<file path="src/rtl/rtc_calendar.sv">
// Calendar stage: advances sec/min/hour/day/month/year on a synchronised seconds tick,
// with validated load, carry pulses and a daily alarm. Weekday counter under RTC_CALENDAR_WDAY_EN.
module rtc_calendar #(
  parameter int YEAR_WIDTH = 7,
  parameter int YEAR_MAX   = 99,
  parameter int RST_WDAY   = 5
) (
  input  logic                  clk_i,
  input  logic                  rst_i,
  input  logic                  en_i,
  input  logic                  tick_i,
  input  logic                  ld_valid_i,
  input  logic [5:0]            ld_sec_i,
  input  logic [5:0]            ld_min_i,
  input  logic [4:0]            ld_hour_i,
  input  logic [4:0]            ld_day_i,
  input  logic [3:0]            ld_mon_i,
  input  logic [YEAR_WIDTH-1:0] ld_year_i,
  input  logic [2:0]            ld_wday_i,
  output logic                  ld_ack_o,
  output logic                  ld_err_o,
  input  logic                  alrm_en_i,
  input  logic [5:0]            alrm_sec_i,
  input  logic [5:0]            alrm_min_i,
  input  logic [4:0]            alrm_hour_i,
  output logic                  alrm_o,
  output logic [5:0]            sec_o,
  output logic [5:0]            min_o,
  output logic [4:0]            hour_o,
  output logic [4:0]            day_o,
  output logic [3:0]            mon_o,
  output logic [YEAR_WIDTH-1:0] year_o,
  output logic [2:0]            wday_o,
  output logic                  min_evt_o,
  output logic                  hour_evt_o,
  output logic                  day_evt_o,
  output logic                  wrap_o
);

  localparam logic [YEAR_WIDTH-1:0] YMAX = YEAR_WIDTH'(YEAR_MAX);

  // Leap rule year%4==0 is exact for 2000-2099, which YEAR_MAX<=99 guarantees.
  function automatic logic [4:0] days_in_month(input logic [3:0] mon,
                                               input logic [YEAR_WIDTH-1:0] year);
    case (mon)
      4'd4, 4'd6, 4'd9, 4'd11: days_in_month = 5'd30;
      4'd2:                    days_in_month = (year[1:0] == 2'b00) ? 5'd29 : 5'd28;
      default:                 days_in_month = 5'd31;
    endcase
  endfunction

  logic [5:0]            sec_q, sec_d, min_q, min_d;
  logic [4:0]            hour_q, hour_d, day_q, day_d;
  logic [3:0]            mon_q, mon_d;
  logic [YEAR_WIDTH-1:0] year_q, year_d;
  logic ack_q, ack_d, err_q, err_d;
  logic min_evt_q, min_evt_d, hour_evt_q, hour_evt_d, day_evt_q, day_evt_d;
  logic wrap_q, wrap_d, adv_q, adv_d, alrm_q, alrm_d;
  logic ld_ok, do_tick;
  logic sec_wrap, min_wrap, hour_wrap, day_wrap, mon_wrap, year_wrap;

`ifdef RTC_CALENDAR_WDAY_EN
  logic [2:0] wday_q, wday_d;
  logic       wday_ok;
  assign wday_ok = (ld_wday_i <= 3'd6);
  assign wday_o  = wday_q;
`else
  logic       wday_ok;
  logic       unused_wday;
  assign wday_ok     = 1'b1;
  assign wday_o      = 3'd0;
  assign unused_wday = ^{ld_wday_i, 3'(RST_WDAY)};
`endif

  assign ld_ok = (ld_sec_i <= 6'd59) && (ld_min_i <= 6'd59) && (ld_hour_i <= 5'd23) &&
                 (ld_mon_i >= 4'd1) && (ld_mon_i <= 4'd12) && (ld_day_i >= 5'd1) &&
                 (ld_day_i <= days_in_month(ld_mon_i, ld_year_i)) &&
                 (ld_year_i <= YMAX) && wday_ok;

  // A valid load consumes the tick; an invalid one lets it through.
  assign do_tick   = tick_i && en_i && !(ld_valid_i && ld_ok);
  assign sec_wrap  = (sec_q == 6'd59);
  assign min_wrap  = sec_wrap && (min_q == 6'd59);
  assign hour_wrap = min_wrap && (hour_q == 5'd23);
  assign day_wrap  = hour_wrap && (day_q == days_in_month(mon_q, year_q));
  assign mon_wrap  = day_wrap && (mon_q == 4'd12);
  assign year_wrap = mon_wrap && (year_q == YMAX);

  always_comb begin
    sec_d = sec_q; min_d = min_q; hour_d = hour_q;
    day_d = day_q; mon_d = mon_q; year_d = year_q;
`ifdef RTC_CALENDAR_WDAY_EN
    wday_d = wday_q;
`endif
    ack_d = 1'b0; err_d = 1'b0; adv_d = 1'b0;
    min_evt_d = 1'b0; hour_evt_d = 1'b0; day_evt_d = 1'b0; wrap_d = 1'b0;
    if (ld_valid_i && ld_ok) begin
      ack_d = 1'b1;
      sec_d = ld_sec_i; min_d = ld_min_i; hour_d = ld_hour_i;
      day_d = ld_day_i; mon_d = ld_mon_i; year_d = ld_year_i;
`ifdef RTC_CALENDAR_WDAY_EN
      wday_d = ld_wday_i;
`endif
    end else begin
      err_d = ld_valid_i;
      if (do_tick) begin
        adv_d      = 1'b1;
        min_evt_d  = sec_wrap;
        hour_evt_d = min_wrap;
        day_evt_d  = hour_wrap;
        wrap_d     = year_wrap;
        sec_d      = sec_wrap ? 6'd0 : sec_q + 6'd1;
        if (sec_wrap)  min_d  = min_wrap ? 6'd0 : min_q + 6'd1;
        if (min_wrap)  hour_d = hour_wrap ? 5'd0 : hour_q + 5'd1;
        if (hour_wrap) begin
          day_d = day_wrap ? 5'd1 : day_q + 5'd1;
`ifdef RTC_CALENDAR_WDAY_EN
          wday_d = (wday_q == 3'd6) ? 3'd0 : wday_q + 3'd1;
`endif
        end
        if (day_wrap)  mon_d  = mon_wrap ? 4'd1 : mon_q + 4'd1;
        if (mon_wrap)  year_d = year_wrap ? '0 : year_q + 1'b1;
      end
    end
  end

  // adv_q marks the single cycle in which the fields hold a freshly ticked value.
  assign alrm_d = adv_q && alrm_en_i && (alrm_sec_i <= 6'd59) && (alrm_min_i <= 6'd59) &&
                  (alrm_hour_i <= 5'd23) && (sec_q == alrm_sec_i) &&
                  (min_q == alrm_min_i) && (hour_q == alrm_hour_i);

  always_ff @(posedge clk_i) begin
    if (rst_i) begin
      sec_q <= '0; min_q <= '0; hour_q <= '0;
      day_q <= 5'd1; mon_q <= 4'd1; year_q <= '0;
`ifdef RTC_CALENDAR_WDAY_EN
      wday_q <= 3'(RST_WDAY);
`endif
      ack_q <= 1'b0; err_q <= 1'b0; adv_q <= 1'b0; alrm_q <= 1'b0;
      min_evt_q <= 1'b0; hour_evt_q <= 1'b0; day_evt_q <= 1'b0; wrap_q <= 1'b0;
    end else begin
      sec_q <= sec_d; min_q <= min_d; hour_q <= hour_d;
      day_q <= day_d; mon_q <= mon_d; year_q <= year_d;
`ifdef RTC_CALENDAR_WDAY_EN
      wday_q <= wday_d;
`endif
      ack_q <= ack_d; err_q <= err_d; adv_q <= adv_d; alrm_q <= alrm_d;
      min_evt_q <= min_evt_d; hour_evt_q <= hour_evt_d; day_evt_q <= day_evt_d;
      wrap_q <= wrap_d;
    end
  end

  assign sec_o = sec_q;   assign min_o = min_q;   assign hour_o = hour_q;
  assign day_o = day_q;   assign mon_o = mon_q;   assign year_o = year_q;
  assign ld_ack_o = ack_q;       assign ld_err_o = err_q;   assign alrm_o = alrm_q;
  assign min_evt_o = min_evt_q;  assign hour_evt_o = hour_evt_q;
  assign day_evt_o = day_evt_q;  assign wrap_o = wrap_q;

endmodule

</file>
<file path="config.mk">
export PLATFORM = sky130hd
export DESIGN_NAME = rtc_calendar
export DESIGN_NICKNAME = d
export VERILOG_FILES = /design/src/rtl/rtc_calendar.sv
export SDC_FILE = /design/constraint.sdc
export NUM_CORES = 1
export LEC_CHECK = 0
export ABC_AREA = 1
export CORE_UTILIZATION = 30
export DETAILED_ROUTE_END_ITERATION = 8
export SYNTH_ARGS = -nofsm -noshare
export SYNTH_HDL_FRONTEND = slang
export SYNTH_SLANG_ARGS = --single-unit
</file>
<file path="constraint.sdc">
create_clock -name clk_i -period 2.61 [get_ports clk_i]
set_clock_uncertainty 0.1 [all_clocks]
set_input_delay 0.522 -clock clk_i [delete_from_list [all_inputs] [get_ports clk_i]]
set_output_delay 0.522 -clock clk_i [all_outputs]
set_load 0.005 [all_outputs]
</file>
==> run metrics <==
total chip power=1750 uW; Fin Setup TNS=0 ns; PwrDens=386 nW/um2; FF-to-FF setup slack=~0.47 ns; first-pass GRT wire length=15.7 mm; fin crit share=between 90 and 100%; synthesized area=around 3000 um2; FMAX=~400 MHz; wire per inst=between 10 and 15 um; CTS max path bufs=2; Routed WL=9.79 mm; vias in the first global route=around 3,400; top cells by area, synth=dfxtp_1 (28%), nand2_1 (13%), nor2_1 (9.1%), nand3_1 (7.7%), inv_1 (7.2%); initial antenna violation count=0; Clock Pin Slew Worst Setup and Hold Paths=about 0.080 ns; worst min-delay path class=register to register; hold depth=2; port buffer count=95; n_diodes=0; RR Endpoint=mon_o[1]$_SDFFE_PP0P_; DPL Wire Length=7.62 mm; most numerous cell in the Yosys netlist=nand2_1; detailed-routed wire length on met2=roughly 4.7 mm; drt pass-1 iters=5; fin. max-slew vios=0; share of layout cells above drive strength 1=around an eighth; run status=finished, final reports clean; Placer Congestion=~0.86; Initial Util=30.8%; die area=10,300 um2; largest net degree at the start of global routing=21; worst-path maximum fanout=8; FF-to-FF path depth=10; DRC viols=0; Post-Syn Instances=approximately 470; Max-Cap Viols=0; cts hold-fix bufs=0; #FFs+latches synth=about 40; Max VDD drop=slightly below 0.3 mV; Critical Path AT=between 2 and 3 ns; Final Hold Viols=0; Ys Warns=0; IO Pins=roughly 100; Fill cells=approximately 970; RSZ-0062 raised after global routing=no; die height=102 um; Final Core Density=a little under half; sink of the worst hold path=year_o[1]$_SDFFE_PP0P_; clock latency on the worst-skew pair=0.30 ns; GRT Residual Overflow=0; post-synth cell types=42; minimum clock period=2.47 ns; synth cell count leaders=nand2_1 (102), nor2_1 (72), inv_1 (57); Crit Path Category=input port to register; asr flop ratio synth=0%; highest routed layer=met4; dominant cell type by area after synthesis=dfxtp_1; Root Driver=clkbuf_8; crit end category=register; Clock Sinks=about 40; CP startpoint=ld_year_i[0]; Antenna Nets Post-Route=0; WL met1=4.26 mm; GRT Total Usage=roughly a fifth; register area share after synthesis=27.5%; routed wl met3=568 um; startpoint types=input port; worst reg2reg startpoint=min_o[1]$_SDFFE_PP0P_; DR vias=3,485; setup violators final=0; TritonCTS clock tree=yes; synthesized area per cell=roughly 6.4 um2; HP Start=year_o[1]$_SDFFE_PP0P_; Post-synth EDFFs=0; Core ar.=between 9000 and 10,000 um2; Cell Rows=36; Area Growth Syn to Fin=51.8%; Top FF cell, synth=dfxtp_1; CTS Buf Count=5; static leakage=slightly below 0.002 uW; Nets=around 660; post-synth top area share=approximately 28%; initial DRC count=125; CTS H-Tree Depth=2; WP data required=around 2.7 ns; vias per cell=slightly below 5; Chip Width=102 um
==> where the power goes <==
part | total (uW) | leakage (uW) | internal, uW | switching, uW
sequential | 705 | 0.000334 | 659 | 46.8
clock | 510 | 0.0000540 | 278 | 231
combinational | 531 | 0.00159 | 278 | 253
total | 1750 | 0.00198 | 1220 | 531
==> layout by cell type (no fill, tap or decap), types with 3 or more instances in the layout <==
cell,n
nor4_1,4
clkbuf_8,5
nand2_1,100
ha_1,12
conb_1,3
nor2_2,3
xnor2_1,5
nand2_2,4
nor2_1,70
clkdlybuf4s50_1,89
buf_12,4
inv_1,54
nor3_1,5
inv_2,4
nand4_1,6
nand2_4,4
clkbuf_2,3
o21ai_0,37
o21ai_1,5
nand2_8,4
a21oi_1,14
o22ai_1,3
buf_4,23
xor2_1,12
nand3_1,45
dfxtp_1,41
==> area by class of cell <==
| class | count | area, um2 | share of cell area, % |
|---|---|---|---|
| Multi-Input combinational cell | 358 | 1950 | 43.1 |
| Timing Repair Buffer | 126 | 1250 | 27.7 |
| Sequential cell | 41 | 821 | 18.1 |
| Inverter | 60 | 229 | 5.06 |
| Tap cell | 133 | 166 | 3.68 |
| Clock buffer | 5 | 68.8 | 1.52 |
| Clock inverter | 2 | 35.0 | 0.774 |
==> repair_timing <==
item	in CTS	in global routing
cloned	2	0
buffers inserted	1	0
pin swaps	10	10
setup endpoints to repair	35	36
gates resized for setup	34	11
==> metrics by stage <==
stage	hold WS, ns	worst slack (ns)	cells	cell area [um2]
floorplan	0.396	0.0745	470	2990
global placement	0.421	-0.538	715	4290
detailed placement	0.430	-0.612	715	4290
CTS	0.444	0.00591	725	4520
global route	0.487	0.0119	725	4530
finish	0.436	0.138	725	4530
==> state kept, by name (all words and copies together) (netlist names), 4 cells and up <==
| register | count |
|---|---|
| year_o | 7 |
| min_o | 6 |
| sec_o | 6 |
| day_o | 5 |
| hour_o | 5 |
| mon_o | 4 |
==> critical path, stage by stage <==
cell and delay [ns]:
clkdlybuf4s15_1 0.25, o21a_1 0.23, a221oi_2 0.17, ha_1 0.27, a21oi_1 0.13, nand3_1 0.11, nor2_2 0.14, nor2_4 0.07
nand2_8 0.14, nand2_8 0.10, buf_12 0.18, nand2_8 0.07, clkinv_2 0.05, nor2_1 0.08, nor2_1 0.05
==> routing by layer <==
layer | track usage [%] | vias up
met5 | 0 | -
met4 | 7.47 | 0
met3 | 3.38 | 17
met2 | 34.7 | 116
met1 | 23.0 | 1597
li1 | - | 1755
==> cell families (layout without fill, tap and decap cells) <==
kind of cell	Yosys count	after routing	share of synthesized area, %
AOI/OAI and AO/OA	69	69	12.8
and+or+nand+nor	256	257	39.0
adders and majority gates	12	12	5.04
buffers and inverters	72	193	10.5
other	1	3	0.126
DFF	41	41	27.5
xor gates and xnor gates	17	17	5.00
==> worst max path at each step <==
stage,endpoint,cells after the start,slack (ns)
final,mon_o[1]$_SDFFE_PP0P_,15,0.14
after global placement,mon_o[1]$_SDFFE_PP0P_,16,-0.54
after floorplan,min_o[4]$_SDFFE_PP0P_,14,0.07
after CTS,mon_o[1]$_SDFFE_PP0P_,17,0.006
after global routing,year_o[3]$_SDFFE_PP0P_,16,0.01
after detailed placement,mon_o[1]$_SDFFE_PP0P_,15,-0.61
Note: power is estimated with default switching activity, not from simulation.
